**src/rtl/uart_apb_pkg.sv**
```systemverilog
// Shared definitions for the UART APB poller: UART register map, STATUS bit
// positions and the control FSM state encoding.
package uart_apb_pkg;

    localparam logic [4:0] ADDR_TXDATA = 5'h00;
    localparam logic [4:0] ADDR_RXDATA = 5'h04;
    localparam logic [4:0] ADDR_CTRL1  = 5'h08;
    localparam logic [4:0] ADDR_CTRL2  = 5'h0C;
    localparam logic [4:0] ADDR_STATUS = 5'h10;

    localparam int STAT_TXRDY    = 0;
    localparam int STAT_RXRDY    = 1;
    localparam int STAT_PARITY   = 2;
    localparam int STAT_OVERFLOW = 3;
    localparam int STAT_FRAMING  = 4;

    typedef enum logic [2:0] {
        INIT_C1,
        INIT_C2,
        POLL,
        RD_RX,
        WR_TX
    } state_t;

endpackage

```
**src/rtl/uart_apb_xfer.sv**
```systemverilog
// Single-transfer APB master: a start request becomes one setup cycle followed
// by an access cycle that is held until the completer raises PREADY.
module uart_apb_xfer
    import uart_apb_pkg::*;
(
    input  logic       i_pclk,
    input  logic       i_presetn,
    input  logic       i_start,
    input  logic [4:0] i_addr,
    input  logic [7:0] i_wdata,
    input  logic       i_write,
    output logic       o_done,
    output logic [7:0] o_rdata,
    output logic       o_slverr,
    output logic       o_psel,
    output logic       o_penable,
    output logic       o_pwrite,
    output logic [4:0] o_paddr,
    output logic [7:0] o_pwdata,
    input  logic [7:0] i_prdata,
    input  logic       i_pready,
    input  logic       i_pslverr
);

    logic       r_psel;
    logic       r_penable;
    logic       r_pwrite;
    logic [4:0] r_paddr;
    logic [7:0] r_pwdata;

    always_ff @(posedge i_pclk or negedge i_presetn) begin
        if (!i_presetn) begin
            r_psel    <= 1'b0;
            r_penable <= 1'b0;
            r_pwrite  <= 1'b0;
            r_paddr   <= '0;
            r_pwdata  <= '0;
        end else if (r_psel && r_penable) begin
            if (i_pready) begin
                r_psel    <= 1'b0;
                r_penable <= 1'b0;
            end
        end else if (r_psel) begin
            r_penable <= 1'b1;
        end else if (i_start) begin
            r_psel   <= 1'b1;
            r_paddr  <= i_addr;
            r_pwdata <= i_wdata;
            r_pwrite <= i_write;
        end
    end

    assign o_done    = r_psel && r_penable && i_pready;
    assign o_rdata   = i_prdata;
    assign o_slverr  = i_pslverr;
    assign o_psel    = r_psel;
    assign o_penable = r_penable;
    assign o_pwrite  = r_pwrite;
    assign o_paddr   = r_paddr;
    assign o_pwdata  = r_pwdata;

endmodule

```
**src/rtl/uart_apb_poller.sv**
```systemverilog
// Configures an APB UART once after reset, then polls STATUS and moves bytes
// between the UART and a pair of valid/ready streams, collecting sticky errors.
module uart_apb_poller
    import uart_apb_pkg::*;
#(
    parameter logic [12:0] BAUD_VALUE = 13'd1,
    parameter logic        BIT8       = 1'b1,
    parameter logic        PARITY_EN  = 1'b0,
    parameter logic        PARITY_ODD = 1'b0
) (
    input  logic       PCLK,
    input  logic       PRESETN,
    output logic [4:0] PADDR,
    output logic       PSEL,
    output logic       PENABLE,
    output logic       PWRITE,
    output logic [7:0] PWDATA,
    input  logic [7:0] PRDATA,
    input  logic       PREADY,
    input  logic       PSLVERR,
    input  logic [7:0] tx_data,
    input  logic       tx_valid,
    output logic       tx_ready,
    output logic [7:0] rx_data,
    output logic       rx_valid,
    input  logic       rx_ready,
    output logic       err_parity,
    output logic       err_framing,
    output logic       err_overflow,
    output logic       err_apb,
    input  logic       err_clr,
    output logic       cfg_done
);

    state_t     r_state, w_state_next, w_tgt;
    logic       w_start, w_write, w_done, w_slverr;
    logic [4:0] w_addr;
    logic [7:0] w_wdata, w_rdata;
    logic       r_busy, r_stat_vld;
    logic [1:0] r_status;
    logic       r_tx_full, r_rx_valid, r_cfg_done;
    logic [7:0] r_tx_buf, r_rx_data;
    logic       r_err_par, r_err_frm, r_err_ovf, r_err_apb;
    logic       w_stat_done, w_rx_done, w_tx_done, w_tx_load, w_rx_take;

    uart_apb_xfer u_xfer (
        .i_pclk    (PCLK),
        .i_presetn (PRESETN),
        .i_start   (w_start),
        .i_addr    (w_addr),
        .i_wdata   (w_wdata),
        .i_write   (w_write),
        .o_done    (w_done),
        .o_rdata   (w_rdata),
        .o_slverr  (w_slverr),
        .o_psel    (PSEL),
        .o_penable (PENABLE),
        .o_pwrite  (PWRITE),
        .o_paddr   (PADDR),
        .o_pwdata  (PWDATA),
        .i_prdata  (PRDATA),
        .i_pready  (PREADY),
        .i_pslverr (PSLVERR)
    );

    assign w_stat_done = w_done && (r_state == POLL);
    assign w_rx_done   = w_done && (r_state == RD_RX);
    assign w_tx_done   = w_done && (r_state == WR_TX);
    assign w_tx_load   = tx_valid && tx_ready;
    assign w_rx_take   = r_rx_valid && rx_ready;

    always_ff @(posedge PCLK or negedge PRESETN) begin
        if (!PRESETN) r_state <= INIT_C1;
        else          r_state <= w_state_next;
    end

    // A new transfer is issued on the cycle after each completion; in POLL that
    // cycle is also where the captured STATUS picks the next operation.
    always_comb begin
        w_tgt = r_state;
        if (r_state == POLL && r_stat_vld) begin
            if (r_status[STAT_RXRDY] && !r_rx_valid)    w_tgt = RD_RX;
            else if (r_status[STAT_TXRDY] && r_tx_full) w_tgt = WR_TX;
            else                                         w_tgt = POLL;
        end
        w_start      = !r_busy;
        w_state_next = r_state;
        if (w_start)     w_state_next = w_tgt;
        else if (w_done) w_state_next = (r_state == INIT_C1) ? INIT_C2 : POLL;
        w_addr  = ADDR_STATUS;
        w_wdata = '0;
        w_write = 1'b0;
        case (w_tgt)
            INIT_C1: begin
                w_addr  = ADDR_CTRL1;
                w_wdata = BAUD_VALUE[7:0];
                w_write = 1'b1;
            end
            INIT_C2: begin
                w_addr  = ADDR_CTRL2;
                w_wdata = {BAUD_VALUE[12:8], PARITY_ODD, PARITY_EN, BIT8};
                w_write = 1'b1;
            end
            RD_RX:   w_addr = ADDR_RXDATA;
            WR_TX: begin
                w_addr  = ADDR_TXDATA;
                w_wdata = r_tx_buf;
                w_write = 1'b1;
            end
            default: ;
        endcase
    end

    always_ff @(posedge PCLK or negedge PRESETN) begin
        if (!PRESETN) begin
            r_busy     <= 1'b0;
            r_stat_vld <= 1'b0;
            r_status   <= '0;
            r_cfg_done <= 1'b0;
            r_tx_full  <= 1'b0;
            r_tx_buf   <= '0;
            r_rx_valid <= 1'b0;
            r_rx_data  <= '0;
            r_err_par  <= 1'b0;
            r_err_frm  <= 1'b0;
            r_err_ovf  <= 1'b0;
            r_err_apb  <= 1'b0;
        end else begin
            if (w_start)     r_busy <= 1'b1;
            else if (w_done) r_busy <= 1'b0;
            if (w_start)          r_stat_vld <= 1'b0;
            else if (w_stat_done) r_stat_vld <= 1'b1;
            if (w_stat_done) r_status <= w_rdata[1:0];
            if (w_done && r_state == INIT_C2) r_cfg_done <= 1'b1;
            // A rejected TX write keeps the byte so the next eligible poll retries it.
            if (w_tx_load) begin
                r_tx_full <= 1'b1;
                r_tx_buf  <= tx_data;
            end else if (w_tx_done && !w_slverr) begin
                r_tx_full <= 1'b0;
            end
            if (w_rx_done && !w_slverr) begin
                r_rx_valid <= 1'b1;
                r_rx_data  <= w_rdata;
            end else if (w_rx_take) begin
                r_rx_valid <= 1'b0;
            end
            r_err_par <= (w_stat_done && w_rdata[STAT_PARITY])   || (r_err_par && !err_clr);
            r_err_ovf <= (w_stat_done && w_rdata[STAT_OVERFLOW]) || (r_err_ovf && !err_clr);
            r_err_frm <= (w_stat_done && w_rdata[STAT_FRAMING])  || (r_err_frm && !err_clr);
            r_err_apb <= (w_done && w_slverr)                    || (r_err_apb && !err_clr);
        end
    end

    assign tx_ready     = r_cfg_done && !r_tx_full;
    assign rx_valid     = r_rx_valid;
    assign rx_data      = r_rx_data;
    assign cfg_done     = r_cfg_done;
    assign err_parity   = r_err_par;
    assign err_overflow = r_err_ovf;
    assign err_framing  = r_err_frm;
    assign err_apb      = r_err_apb;

endmodule

```
**config.mk**
```make
export PLATFORM = sky130hd
export DESIGN_NAME = uart_apb_poller
export DESIGN_NICKNAME = d
export VERILOG_FILES = /design/src/rtl/uart_apb_pkg.sv /design/src/rtl/uart_apb_xfer.sv /design/src/rtl/uart_apb_poller.sv
export SDC_FILE = /design/constraint.sdc
export NUM_CORES = 1
export LEC_CHECK = 0
export BUFFER_PORTS_ARGS = -buffer_cell sky130_fd_sc_hd__buf_2
export CAP_MARGIN = 20
export CORE_MARGIN = 2
export CORE_UTILIZATION = 52
export DETAILED_ROUTE_END_ITERATION = 10
export PLACE_DENSITY = 0.8
export SYNTH_ARGS = -nofsm -noshare
export SYNTH_HDL_FRONTEND = slang
export SYNTH_HIERARCHICAL = 1
export SYNTH_SLANG_ARGS = --single-unit
```
**constraint.sdc**
```tcl
create_clock -name PCLK -period 1.86 [get_ports PCLK]
set_input_delay 0.372 -clock PCLK [delete_from_list [all_inputs] [get_ports PCLK]]
set_output_delay 0.372 -clock PCLK [all_outputs]
set_load 0.02 [all_outputs]
```
==> summary.txt <==
Pwr
  • Net Sw Power: 1.387 mW
  • Int Pwr: 2.496 mW
  • PwrDens: 1583 mW/mm²
  • Combinational power share: 40.4%
  • Static Leak: 1.249 nW
  • Sw Ratio: 35.72%
  • Clock share of power: 18.6%
  • VDD IR max: 0.9396 mV
  • Share of power burned in registers: 41.1%

Worst setup path
  • Cell family with the largest share of critical-path delay: simple AND/OR/NAND/NOR gates
  • Worst path arrival time: 1.85 ns
  • CP endpoint kind: flip-flop
  • CP Max Fanout: 9
  • Worst Path Buf+Inv: 0
  • CP Launch Type: flip-flop
  • Critical-path cell list: and3_1 > nand2_1 > nor3_4 > mux2_2
  • Slowest CP cell: dfrtp_1
  • Critical path class: reg -> reg
  • Crit path required time: 2.04 ns
  • Crit-path max cell delay: 0.41 ns

Place
  • PortBufs: 53
  • Placer congestion estimate: 0.8521
  • Placed cell area: 0.002344 mm²
  • Post-DP HPWL: 2701 µm
  • Setup WS pre-CTS: 0.2051 ns
  • DP Cell Count: 256

Clock network
  • Clock Path Buffers: 2
  • Clock sinks: 46
  • Number of hold buffers added after cts: 0
  • Cts bufs inserted: 5
  • Post-CTS Setup Inserts: 0
  • Htree depth: 2
  • Worst-path clk slew: 0.08 ns
  • CTS tree: done
  • CTS Root Cell: clkbuf_8
  • PostCTS Resize Cnt: 0
  • Skew-Pair Late Insertion Delay: 0.30 ns

Status
  • Status: finished, final reports clean

Logic synthesis
  • Yosys warns: 6
  • Async set-reset flop share out of synthesis: 100.0%
  • Post-Syn Instances: 162
  • Post-synth EDFFs: 0
  • Most frequent cell after synthesis: dfrtp_1
  • Top cells by area, synth: dfrtp_1, mux2_2, mux2_4, buf_4, and2_1
  • Top FF cell, synth: dfrtp_1
  • Distinct cells, synth: 36
  • Cell Area, Synth: 0.002079 mm²
  • Most frequent cells after synthesis: dfrtp_1, mux2_2
  • Sequential-to-total area share from yosys stat: 55.35%
  • Seq cells post-synth: 46
  • Syn Area/Cell: 12.84 µm²
  • Synth top area share: 55.35%
  • Post-synth top area cell: dfrtp_1

Final layout
  • Nets: 238
  • Diodes inserted: 0
  • Share of layout cells above drive strength 1: 49.54%
  • Final instance area: 0.002452 mm²
  • Layout area overhead: 17.93%
  • Finished Layout Cells: 264

Timing
  • Max-slew violation count: 0
  • Final hold vios: 0
  • Slew HR: 62.50%
  • Final TNS setup: 0 ns
  • Clock skew: 0.007513 ns
  • Final setup margin: 0.1865 ns
  • Worst-margin pin slew: 0.5625 ns
  • RSZ-0062 raised after global routing: no
  • Hold_ws: 0.1510 ns
  • Final worst-path cycle share: 89.97%
  • Final min period: 1.673 ns
  • Final setup violation count: 0
  • FMAX: 0.5976 GHz

Global routing
  • Vias in the first global route: 1332
  • First-pass GRT wire length: 6320 µm
  • Initial antenna violation count: 0
  • Total gr overflow: 0
  • Largest net degree at the start of global routing: 47
  • GRT Total Usage: 19.43%

Route
  • Routed Wire Length: 3785 µm
  • Drt via density: 5.155
  • DRC Markers: 0
  • Initial DRC Count: 60
  • ANT nets after route: 0
  • Drt first pass iters: 4
  • Via count: 1361
  • Drt wl/cell: 14.34 µm

Die
  • Initial Util: 55.55%
  • Die width: 67.24 µm
  • I/O pin total: 54
  • Die ar.: 0.004521 mm²
  • Row Count: 22
  • Chip height: 67.24 µm
  • Core Area: 0.003744 mm²

Min path
  • Hold/Removal Path Class: in -> async

Run
  • Max cap viols: 0
[placed cells by master (no fill, tap or decap), types with 6 or more instances in the layout]
cell type / synthesis / routed
and2_1: 7 / 7
buf_2: 2 / 53
buf_4: 10 / 7
dfrtp_1: 46 / 46
inv_1: 7 / 7
mux2_2: 22 / 22
mux2_4: 10 / 10
nand2_1: 10 / 10
nor2_1: 10 / 10
o21ai_0: 6 / 6
[logic make-up after synthesis]
| family | after synthesis | share of synthesized area [%] |
|---|---|---|
| flip-flops | 46 | 55.35 |
| AND/OR/NAND/NOR | 41 | 11.73 |
| buffers and inverters | 22 | 7.040 |
| multiplexers | 33 | 19.61 |
| AO/OA/AOI/OAI | 19 | 6.077 |
| other | 1 | 0.1803 |
[layer usage]
layer	share of wire (%)	global-route usage, %
met1	43	24.81
met2	51	32.05
met3	4.4	5.667
met4	1.4	6.122
met5	0	0
[worst paths after layout]
| check | from | endpoint | slack [ns] | cells after the start |
|---|---|---|---|---|
| min reg2reg | r_tx_buf[4] | r_tx_buf[4] | 0.50 | 1 |
| min | PRESETN | u_xfer/o_penable | 0.15 | 2 |
| min in group PCLK | err_clr | err_parity | 0.29 | 2 |
| max | u_xfer/o_psel | rx_data[2] | 0.19 | 4 |
| max reg2reg | u_xfer/o_psel | rx_data[2] | 0.19 | 4 |
| max in group asynchronous | PRESETN | u_xfer/o_pwrite | 1.33 | 2 |
[power by group through the flow]
stage	registers [mW]	logic [mW]	clock network [mW]
3_3_place_gp	1.60	1.53	0
5_1_grt	1.65	1.70	0.776
2_1_floorplan	1.84	0.889	0
6_report	1.59	1.57	0.721
4_1_cts	1.60	1.58	0.731
3_5_place_dp	1.61	1.57	0
[sequential cells by signal, indices dropped and copies added, names as in the netlist, 2 cells and up]
signal	cells
r_state	3
r_status	2
r_tx_buf	8
rx_data	8
u_xfer/o_paddr	5
u_xfer/o_pwdata	8
[cell type report]
cell class	count	area, µm²
flip-flops and latches	46	1151
clock buffers	5	68.82
inverters	7	26.28
multi-input cells	95	788.3
repair buffers	60	317.8
fillers	305	1291
clock inverters	3	40.04
well taps	48	60.06
[metrics by stage]
stage | power (mW) | util [%]
6_report | 3.882 | 65.51
5_1_grt | 4.129 | 65.51
4_1_cts | 3.905 | 65.51
3_3_place_gp | 3.125 | 62.60
2_1_floorplan | 2.731 | -
3_5_place_dp | 3.179 | 62.60
(Power assumes the default switching activity.)
